==> config.mk <==
export PLATFORM = sky130hd
export DESIGN_NAME = bambu_mem_arbiter
export DESIGN_NICKNAME = d
export VERILOG_FILES = /design/src/rtl/bambu_memarb_pkg.sv /design/src/rtl/memarb_rr_pick.sv /design/src/rtl/bambu_mem_arbiter.sv
export SDC_FILE = /design/constraint.sdc
export NUM_CORES = 1
export LEC_CHECK = 0
export CAP_MARGIN = 20
export CORE_MARGIN = 8
export CORE_UTILIZATION = 41
export CTS_CLUSTER_SIZE = 12
export DETAILED_ROUTE_END_ITERATION = 16
export HOLD_SLACK_MARGIN = 0.05
export PLACE_DENSITY = 0.79
export SYNTH_ARGS = -nofsm -noshare
export SYNTH_HDL_FRONTEND = slang
export SYNTH_SLANG_ARGS = --single-unit
==> constraint.sdc <==
create_clock -name clock -period 1.6 [get_ports clock]
set_input_delay 0.32 -clock clock [delete_from_list [all_inputs] [get_ports clock]]
set_output_delay 0.32 -clock clock [all_outputs]
set_load 0.005 [all_outputs]
==> src/rtl/bambu_memarb_pkg.sv <==
// Shared types for the two-channel memory arbiter: FSM states, op kinds and
// the latency counter width.
package bambu_memarb_pkg;

  typedef enum logic [1:0] {
    IDLE  = 2'd0,
    ISSUE = 2'd1,
    WAIT  = 2'd2,
    RESP  = 2'd3
  } memarb_state_e;

  typedef enum logic {
    RD = 1'b0,
    WR = 1'b1
  } memarb_op_e;

  localparam int unsigned CNT_W = 4;

endpackage

==> src/rtl/memarb_rr_pick.sv <==
// Two-way round-robin pick: a lone requester wins outright, a tie goes to rr_ptr.
module memarb_rr_pick (
  input  logic [1:0] req,
  input  logic       rr_ptr,
  output logic       gnt_valid,
  output logic       gnt_idx
);

  always_comb begin
    gnt_valid = |req;
    gnt_idx   = (req == 2'b11) ? rr_ptr : req[1];
  end

endmodule

==> src/rtl/bambu_mem_arbiter.sv <==
// Two-channel arbiter onto one shared synchronous memory port, one access in
// flight at a time. Define MEMARB_PROT_CHECK_EN to flag oe&we as a protocol error.
module bambu_mem_arbiter
  import bambu_memarb_pkg::*;
#(
  parameter int unsigned ADDR_W   = 7,
  parameter int unsigned DATA_W   = 8,
  parameter int unsigned SIZE_W   = 4,
  parameter int unsigned RD_DELAY = 2,
  parameter int unsigned WR_DELAY = 1
) (
  input  logic                clock,
  input  logic                reset,
  input  logic [1:0]          m_oe,
  input  logic [1:0]          m_we,
  input  logic [2*ADDR_W-1:0] m_addr,
  input  logic [2*DATA_W-1:0] m_wdata,
  input  logic [2*SIZE_W-1:0] m_size,
  output logic [2*DATA_W-1:0] m_rdata,
  output logic [1:0]          m_datardy,
  output logic                mem_en,
  output logic                mem_we,
  output logic [ADDR_W-1:0]   mem_addr,
  output logic [DATA_W-1:0]   mem_wdata,
  output logic [DATA_W-1:0]   mem_mask,
  input  logic [DATA_W-1:0]   mem_rdata,
  output logic                err
);

  localparam logic [CNT_W-1:0] RD_LOAD = CNT_W'(RD_DELAY - 1);
  localparam logic [CNT_W-1:0] WR_LOAD = CNT_W'(WR_DELAY - 1);

  memarb_state_e r_state, w_state_nxt;
  memarb_op_e    r_op, w_gnt_op;

  logic                     r_rr_ptr;
  logic                     r_gnt;
  logic [ADDR_W-1:0]        r_addr;
  logic [DATA_W-1:0]        r_wdata;
  logic [SIZE_W-1:0]        r_size;
  logic [CNT_W-1:0]         r_cnt;
  logic [CNT_W-1:0]         w_load;
  logic                     r_first;
  logic [DATA_W-1:0]        r_cap;
  logic [1:0][DATA_W-1:0]   r_hold;
  logic [1:0][DATA_W-1:0]   w_rdata;
  logic [DATA_W-1:0]        w_mask;
  logic [1:0]               w_req;
  logic                     w_gnt_valid;
  logic                     w_gnt_idx;

`ifdef MEMARB_PROT_CHECK_EN
  logic [1:0] w_bad;
  logic       r_err;

  // A channel asserting both oe and we is dropped from arbitration.
  assign w_bad = m_oe & m_we;
  assign w_req = (m_oe | m_we) & ~w_bad;

  always_ff @(posedge clock or posedge reset) begin
    if (reset)                             r_err <= 1'b0;
    else if (r_state == IDLE && |w_bad)    r_err <= 1'b1;
  end

  assign err = r_err;
`else
  assign w_req = m_oe | m_we;
  assign err   = 1'b0;
`endif

  memarb_rr_pick u_pick (
    .req       (w_req),
    .rr_ptr    (r_rr_ptr),
    .gnt_valid (w_gnt_valid),
    .gnt_idx   (w_gnt_idx)
  );

  // oe wins over we, so an unchecked oe&we request is served as a read.
  assign w_gnt_op = m_oe[w_gnt_idx] ? RD : WR;
  assign w_load   = (r_op == RD) ? RD_LOAD : WR_LOAD;

  always_ff @(posedge clock or posedge reset) begin
    if (reset) r_state <= IDLE;
    else       r_state <= w_state_nxt;
  end

  always_comb begin
    w_state_nxt = r_state;
    case (r_state)
      IDLE:    if (w_gnt_valid) w_state_nxt = ISSUE;
      ISSUE:   w_state_nxt = (w_load == '0) ? RESP : WAIT;
      WAIT:    if (r_cnt == CNT_W'(1)) w_state_nxt = RESP;
      RESP:    w_state_nxt = IDLE;
      default: w_state_nxt = IDLE;
    endcase
  end

  always_ff @(posedge clock or posedge reset) begin
    if (reset) begin
      r_rr_ptr <= 1'b0;
      r_gnt    <= 1'b0;
      r_op     <= RD;
      r_addr   <= '0;
      r_wdata  <= '0;
      r_size   <= '0;
      r_cnt    <= '0;
      r_first  <= 1'b0;
      r_cap    <= '0;
      r_hold   <= '0;
    end else begin
      case (r_state)
        IDLE: if (w_gnt_valid) begin
          r_gnt   <= w_gnt_idx;
          r_op    <= w_gnt_op;
          r_addr  <= w_gnt_idx ? m_addr[2*ADDR_W-1:ADDR_W]  : m_addr[ADDR_W-1:0];
          r_wdata <= w_gnt_idx ? m_wdata[2*DATA_W-1:DATA_W] : m_wdata[DATA_W-1:0];
          r_size  <= w_gnt_idx ? m_size[2*SIZE_W-1:SIZE_W]  : m_size[SIZE_W-1:0];
        end
        ISSUE: begin
          r_cnt   <= w_load;
          r_first <= 1'b1;
        end
        WAIT: begin
          r_cnt   <= r_cnt - CNT_W'(1);
          r_first <= 1'b0;
          // Memory read data is only valid the cycle after mem_en.
          if (r_first && r_op == RD) r_cap <= mem_rdata;
        end
        RESP: begin
          r_hold   <= w_rdata;
          r_rr_ptr <= ~r_gnt;
        end
        default: ;
      endcase
    end
  end

  // Bit i enabled when i < size: covers size 0 and saturates at DATA_W.
  always_comb begin
    w_mask = '0;
    for (int unsigned i = 0; i < DATA_W; i++) w_mask[i] = (32'(r_size) > i);
  end

  always_comb begin
    w_rdata = r_hold;
    if (r_state == RESP) begin
      w_rdata        = '0;
      w_rdata[r_gnt] = (r_op == RD) ? r_cap : r_hold[r_gnt];
    end
  end

  always_comb begin
    mem_en    = (r_state == ISSUE);
    mem_we    = mem_en && (r_op == WR);
    mem_addr  = mem_en ? r_addr  : '0;
    mem_wdata = mem_en ? r_wdata : '0;
    mem_mask  = mem_en ? w_mask  : '0;
    m_datardy = (r_state == RESP) ? (2'b01 << r_gnt) : 2'b00;
    m_rdata   = w_rdata;
  end

endmodule
Word-level counts from Yosys, hierarchy flattened. Cells that the tools add are included.

Register bits: 53. Bits of input ports: 52. Output and inout port bits: 44. Word-level logic and storage cells: 70.

Add/sub/neg operators: 1. $lt $le $gt $ge: 11. Equality and inequality tests: 7. Shift-type cells: 1. Muxes and demuxes: 24. Bitwise gates (word level): 4. Reductions and logical operators: 10.

Operator list (count): $mux 8 (7); $and 16x16->16 (1); $gt 4x3->1 const B (4); $mux 16 (1); $mux 7 (2); $demux 8 s1 (1); $gt 4x1->1 const B (2); $gt 4x2->1 const B (2); $pmux 2 s4 (1); $pmux 4 s2 (1); $eq 2x2->1 const B (3); $mux 1 (6); $mux 2 (3); $reduce_and 2->1 (3); $eq 4x1->1 const B (1); $logic_not 4->1 (1); $lt 1x2->1 const B (2); $mux 4 (1); $sub 4x1->4 const B (1); $logic_and 1x1->1 (3); $eq 2x1->1 const B (1); $logic_not 2->1 (1); $ne 2x1->1 const B (1); $ne 2x2->1 const B (1); 7 further kinds (8).

Longest topological paths before layout. Gate-level depths: netlist of the first run.

Word-level depth: 6. Depth in mapped cells: 7. Gate-level depth less buffers: 5.

Hierarchy. Synthesis of the first run repeated with hierarchy kept, for this count alone.

Cell total of the unflattened synthesis: 288. Area, all modules: 2825.2 um^2.

Modules (own cells, without submodules): bambu_mem_arbiter (instances 1, cells an instance 285, area an instance 2807.7 um^2); memarb_rr_pick (instances 1, cells an instance 3, area an instance 17.5 um^2).

Least setup slack after synthesis of the first run. OpenSTA, ideal clock, no wires.

Path kind: reg2out. Start: register r_state[0]. End: output port m_rdata[0]. Data arrival time: 1.456 ns. Slack: -0.176 ns. Cell stages (with the launch flop): 8. Path buffers: 3. Cells stage by stage: dfrtp_1 ha_1 buf_2 nor2b_1 buf_2 buf_2 a22oi_1 o22ai_1.

Longest elaborated chain between the ends: 2.

Ends and longest elaborated chain: start: declaration (RTL line bambu_mem_arbiter.sv:33) `memarb_state_e r_state, w_state_nxt;`; start signal: assignment (RTL line bambu_mem_arbiter.sv:84) `else r_state <= w_state_nxt;`; $eq 2x2->1 (RTL line bambu_mem_arbiter.sv:146) `if (r_state == RESP) begin`; $mux 16 (RTL line bambu_mem_arbiter.sv:146); end: declaration (RTL line bambu_mem_arbiter.sv:19) `output logic [2*DATA_W-1:0] m_rdata,`.

No other way between the ends.

Worst setup path in the final report of the first run.
Start: register r_state[0]. End: output port m_rdata[14].

The elaborated chain is that of the path after synthesis.

==> results of run 1 <==
## what timing repair did
action / in CTS / in global routing
resized for setup: 179 / 28
setup endpoints to repair: 72 / 76
setup buffers: 26 / 14
pin swaps: 34 / 22
cloned: 3 / 2
## layout make-up
class	instances	share of cell area [%]
Multi-Input combinational cell	186	33.5
Timing Repair Buffer	175	33.0
Sequential cell	53	26.8
Tap cell	96	2.43
Inverter	26	2.20
Clock buffer	7	1.95
Clock inverter	1	0.177
## registers in the layout (all words and copies together) (netlist names)
register / count
r_hold: 16
r_cap: 8
r_wdata: 8
r_addr: 7
r_cnt: 4
r_size: 4
r_state: 2
r_first: 1
r_gnt: 1
r_op: 1
r_rr_ptr: 1
## how the worst max path moves through the flow
stage / from / to / slack, ns / cells after the start
2_1_floorplan: r_state[1] / m_rdata[0] / -0.04 / 7
3_3_place_gp: r_state[1] / m_rdata[3] / -0.39 / 6
3_5_place_dp: r_state[1] / m_rdata[3] / -0.46 / 6
4_1_cts: r_state[0] / m_rdata[11] / -0.53 / 8
5_1_grt: r_state[1] / m_rdata[10] / -0.59 / 8
6_report: r_state[0] / m_rdata[14] / -0.53 / 8
## worst register-to-register path, cell delays in order (launching register included)
cell and delay, ns:
dfrtp_1 0.39, buf_6 0.11, ha_4 0.13, nor2b_4 0.20, buf_4 0.17, a22oi_2 0.08
buf_4 0.15, buf_4 0.13, buf_4 0.12, buf_4 0.13, buf_4 0.12, o22ai_1 0.12
## cell families after synthesis
kind of cell               Yosys count
AOI/OAI and AO/OA                  128
adders and majority gates            6
buffers and inverters               55
DFF                                 53
muxes                               12
other                                1
and+or+nand+nor                     39
## per-stage QoR
step | TNS, ns | cells | hold WS [ns] | util, % | cell area [um2]
floorplan | -0.406 | 294 | 0.381 | - | 2940
finish | -17.50 | 544 | 0.345 | 72.8 | 4950
global placement | -18.09 | 495 | 0.493 | 62.2 | 4220
CTS | -16.05 | 532 | 0.357 | 70.1 | 4760
detailed placement | -21.45 | 495 | 0.497 | 62.2 | 4220
global route | -20.93 | 544 | 0.381 | 72.8 | 4950
## per-layer routing
metal	vias to the layer above	global-route usage, %
met3	31	4.54
met2	146	33.9
met4	0	7.57
met1	1540	22.8
li1	1404	-
met5	-	0
## placed cells by master (no fill, tap or decap), types with 8 or more instances in the layout
cell type,n
buf_2,20
buf_6,14
buf_4,57
dlygate4sd2_1,10
a2bb2oi_1,8
o21ai_0,21
clkdlybuf4s50_1,51
a2bb2oi_2,11
and2_1,16
o22ai_1,26
inv_1,21
dfrtp_1,53
a22oi_2,16
clkdlybuf4s15_2,8
mux2_2,10
a31oi_1,15
## power groups by stage
stage / clock [uW] / combinational, uW / sequential, uW
floorplan: 0 / 2890 / 2320
global placement: 0 / 5090 / 2430
detailed placement: 0 / 5240 / 2460
CTS: 879 / 6200 / 2500
global route: 920 / 7400 / 2610
finish: 860 / 6920 / 2560
==> out/qor.csv, run 1 <==
stage,metric,value,unit
logic_synthesis,register area share after synthesis,46.2,%
power_and_ir_drop,power density cells,2090,nW/um2
detailed_routing,wire per inst,19.6,um
run,maxcap violations,0,
outcome,failing checks,negative setup slack,
die,initial cell density of the core,42.2,%
critical_path,worst r2r src,r_state[1],
cts,largest buffer count on any clock path,2,
critical_path,CP Capture Type,primary output,
detailed_routing,number of detailed-route iterations in the first pass,5,
power_and_ir_drop,Comb power frac,66.9,%
critical_path,Reg2Reg Setup Slack,-0.32,ns
detailed_routing,WL final,10600,um
logic_synthesis,"area leader, netlist",dfrtp_1,
worst_hold_path,min-delay worst type,in2async,
global_routing,initial antenna violation count,0,
timing,Final setup violation count,46,
critical_path,"slowest stage cell, crit path",dfrtp_1,
die,Site Rows,30,
detailed_routing,wl on met1,4260,um
detailed_routing,Vias,3121,
power_and_ir_drop,Lkg Pwr,0.00213,uW
timing,Setup Skew,0.00660,ns
timing,Final min period,2.13,ns
critical_path,crit-path max FO,6,
detailed_routing,remaining antenna violation count,0,
placement,Setup WS pre-CTS,-0.464,ns
logic_synthesis,Post-synth top cells,"53 x dfrtp_1, 33 x o22ai_1, 25 x inv_1",
detailed_routing,# DRC,0,
logic_synthesis,cell area after synthesis,2870,um2
power_and_ir_drop,Sequential Power Share,24.7,%
layout,register area,1330,um2
global_routing,vias in the first global route,3186,
placement,Post-DP HPWL,6320,um
timing,Final WS setup,-0.534,ns
power_and_ir_drop,Clk pwr share,8.3,%
timing,"Hold Vio Cnt, Final",0,
critical_path,CP Cell Sequence,"buf_6, ha_4, nor2b_4, buf_6, buf_6, a22oi_2, o22ai_1, buf_2",
logic_synthesis,post-synthesis mux area share,4.66,%
logic_synthesis,"count leader, synth",dfrtp_1,
placement,GP Congestion,0.821,
global_routing,pin count of the biggest net entering global routing,35,
logic_synthesis,Synth Area in Simple Gates,7.98,%
critical_path,startpoint types,flip-flop,
die,die width,99.7,um
logic_synthesis,Mean Syn Cell Area,9.76,um2
logic_synthesis,fraction of the mapped netlist area in adder cells,2.62,%
critical_path,Crit path top cell by count,buf_6,
logic_synthesis,yosys warns,0,
die,Die Area,9930,um2
logic_synthesis,xor and xnor area share after synthesis,0,%
global_routing,first-pass GRT wire length,15800,um
detailed_routing,Initial DRC Count,104,
logic_synthesis,largest family of logic cells by synthesized area,compound AO/OA/AOI/OAI gates,
layout,fillers,460,
global_routing,grt total ovfl,0,
power_and_ir_drop,peak supply drop,1.27,mV
cts,Clock Tree Root,clkbuf_8,
layout,P&R area growth vs syn,72.4,%
cts,"Reg clk slew, reported paths",0.10,ns
power_and_ir_drop,Pint,6300,uW
logic_synthesis,number of flops mapped to enable cells by yosys,0,
global_routing,GRT Overall Usage,19.6,%
detailed_routing,WL met2,5390,um
layout,footprint of the multi-input gates,1660,um2
detailed_routing,Via density,5.74,
layout,Final #Nets,505,
timing,max-slew violation count,0,
outcome,status,"complete, but fails checks",
power_and_ir_drop,Tot Pwr,10300,uW
critical_path,Worst path top cell family by delay,buffers and inverters,
logic_synthesis,post-synthesis register bit count,53,
timing,RSZ-0062 raised after global routing,true,
detailed_routing,top sig layer,met4,
logic_synthesis,Compound-Gate Fraction of Synth Area,30.6,%
logic_synthesis,"top cells by area, synth","dfrtp_1 46%, o22ai_1 7.2%, a2bb2oi_1 5.8%, a22oi_1 4.2%, a31oi_1 4.1%",
critical_path,worst path arrival time,1.81,ns
timing,Peak Freq,469,MHz
power_and_ir_drop,Sw Share,39.0,%
detailed_routing,met3 wire length,688,um
critical_path,worst path bufs/invs,4,
critical_path,Setup CP Type,reg2out,
die,die span in y,99.7,um
logic_synthesis,Main synth FF type,dfrtp_1,
die,Boundary Pins,96,
layout,fraction of layout cells with a size suffix above 1,42.2,%
critical_path,Required @ worst endpoint,1.28,ns
timing,Tcrit/Tclk final,133,%
logic_synthesis,post-synth top area share,46.2,%
cts,Num CTS Buffers,5,
cts,number of H-tree levels,2,
die,floorplan core area,6790,um2
cts,Worst-Skew Late Latency,0.31,ns
critical_path,worst reg2reg endpoint,r_hold[7],
layout,number of diodes,0,
cts,CTS tree,built,
logic_synthesis,Synth async-reset ratio,100,%
power_and_ir_drop,P_sw,4040,uW
placement,port bufs,94,
logic_synthesis,Yosys cell types,46,
critical_path,Worst Reg-to-Reg Cells,11,
cts,clock sinks,53,
logic_synthesis,Mapped Cells,294,
logic_synthesis,nets in the synthesized netlist,352,
critical_path,"slowest stage delay, CP",0.41,ns
cts,hold buffer count at CTS,0,
No activity file was read; power rests on OpenSTA's default activity.
==> run 2: changes to the inputs <==
REMOVE_ABC_BUFFERS = 1   (was default)
==> out/qor.csv, run 2 (synthesis gave the netlist of run 1 again) <==
stage,metric,value,unit
outcome,status,"complete, but fails checks",
outcome,failing checks,negative setup slack,
power_and_ir_drop,Pint,6520,uW
layout,register area,1330,um2
detailed_routing,wire per inst,20.5,um
detailed_routing,number of detailed-route iterations in the first pass,4,
global_routing,first-pass GRT wire length,16200,um
cts,"Reg clk slew, reported paths",0.11,ns
layout,number of diodes,0,
cts,Num CTS Buffers,5,
die,die span in y,99.7,um
timing,RSZ-0062 raised after global routing,true,
power_and_ir_drop,Lkg Pwr,0.00208,uW
detailed_routing,WL final,10700,um
placement,Post-DP Area,4140,um2
cts,CTS tree,built,
layout,P&R area growth vs syn,71.7,%
critical_path,CP Capture Type,primary output,
die,Die Area,9930,um2
global_routing,GRT Overall Usage,20.0,%
power_and_ir_drop,Sequential Power Share,24.3,%
critical_path,Required @ worst endpoint,1.28,ns
die,Site Rows,30,
worst_hold_path,min-delay worst type,in2async,
run,maxcap violations,0,
power_and_ir_drop,peak supply drop,1.08,mV
die,initial cell density of the core,42.2,%
timing,Peak Freq,495,MHz
layout,"commonest non-fill, non-tap cell in the layout",dfrtp_1,
global_routing,pin count of the biggest net entering global routing,54,
timing,Setup TNS,-13.27,ns
detailed_routing,# DRC,0,
power_and_ir_drop,power density cells,2150,nW/um2
critical_path,Setup CP Type,reg2out,
timing,Final setup violation count,68,
cts,number of H-tree levels,2,
power_and_ir_drop,Sw Share,38.5,%
die,floorplan core area,6790,um2
critical_path,startpoint types,flip-flop,
layout,footprint of the multi-input gates,1730,um2
cts,largest buffer count on any clock path,2,
timing,Final WS setup,-0.420,ns
die,Boundary Pins,96,
timing,Setup Skew,0.0152,ns
detailed_routing,Initial DRC Count,95,
layout,final core utilization,72.5,%
placement,GP Congestion,0.801,
placement,Post-DP HPWL,6090,um
critical_path,worst path arrival time,1.70,ns
detailed_routing,Vias,2988,
layout,most frequent cells in the layout,"53 x dfrtp_1, 51 x clkdlybuf4s50_1, 34 x buf_4, 30 x buf_6, 28 x o22ai_1",
timing,max-slew violation count,0,
power_and_ir_drop,Clk pwr share,8.8,%
cts,Clock Tree Root,clkbuf_8,
timing,Tcrit/Tclk final,126,%
power_and_ir_drop,P_sw,4080,uW
layout,Final #Nets,484,
detailed_routing,Via density,5.71,
global_routing,vias in the first global route,3163,
timing,"Hold Vio Cnt, Final",0,
placement,port bufs,94,
layout,biggest regs,"r_hold: 16 flops, r_cap: 8 flops, r_wdata: 8 flops",
layout,fillers,463,
critical_path,crit-path max FO,8,
layout,fraction of layout cells with a size suffix above 1,46.8,%
timing,Final min period,2.02,ns
global_routing,grt total ovfl,0,
placement,Setup WS pre-CTS,-0.462,ns
power_and_ir_drop,Comb power frac,66.9,%
layout,Top reg by flops,r_hold,
layout,max reg flops,16,
die,die width,99.7,um
global_routing,initial antenna violation count,0,
layout,Final Instance Area,4930,um2
cts,clock sinks,53,
detailed_routing,remaining antenna violation count,0,
cts,Worst-Skew Late Latency,0.31,ns
## run 2: changes by cell type in the layout (fill, tap and decap cells not counted), sizes merged
cell | previous run | this run
bufbuf | 0 | 1
clkinv | 1 | 2
clkdlybuf4s15 | 9 | 0
dlygate4sd2 | 10 | 0
bufinv | 0 | 1
clkbuf | 12 | 7
## run 2: worst paths after layout
| check | from | endpoint | slack (ns) | cells past startpoint |
|---|---|---|---|---|
| min reg2reg | r_addr[1] | r_addr[1] | 0.54 | 1 |
| max in group asynchronous | reset | r_cnt[0] | 0.95 | 3 |
| max reg2reg | r_state[0] | r_state[0] | -0.12 | 7 |
| min in group clock | r_addr[1] | r_addr[1] | 0.54 | 1 |
| max | r_state[0] | m_rdata[11] | -0.42 | 6 |
| min | reset | r_addr[5] | 0.40 | 3 |
## run 2: layer usage
layer / global-route usage (%) / vias up / wire [um]
li1: - / 1363 / -
met4: 5.70 / 0 / 192
met3: 5.73 / 16 / 672
met5: 0 / - / 0
met1: 22.5 / 1491 / 4390
met2: 35.7 / 118 / 5460
## run 2: area by class of cell
cell class | instances | share of cell area, %
Clock buffer | 5 | 1.40
Clock inverter | 3 | 0.940
Inverter | 26 | 2.18
Multi-Input combinational cell | 186 | 35.1
Sequential cell | 53 | 26.9
Tap cell | 96 | 2.44
Timing Repair Buffer | 154 | 31.0
## run 2: timing repair
item / 4_1_cts / 5_1_grt
hold endpoints to repair: 0 / 0
setup endpoints to repair: 64 / 73
setup buffers: 17 / 6
hold buffers: 0 / 0
gates resized for setup: 254 / 47
cloned: 5 / 1
pin swaps: 43 / 20
## run 2: worst max-delay path: stages, from the launching register on
cell       delay, ns
dfrtp_1         0.43
ha_4            0.19
nor2b_4         0.14
clkbuf_16       0.17
a22oi_2         0.20
o22ai_2         0.12
buf_2           0.14
## run 2: power groups by stage
stage	registers (uW)	logic, uW	clock network (uW)
global route	2630	7510	1010
detailed placement	2380	5190	0
finish	2570	7080	935
CTS	2470	6250	948
global placement	2360	5070	0
floorplan	2380	2530	0
## run 2: per-stage QoR
step	instances	total power (uW)	hold slack, ns
3_5_place_dp	490	7570	0.513
6_report	523	10600	0.399
5_1_grt	523	11200	0.445
4_1_cts	520	9670	0.399
3_3_place_gp	490	7430	0.492
2_1_floorplan	265	4910	0.471
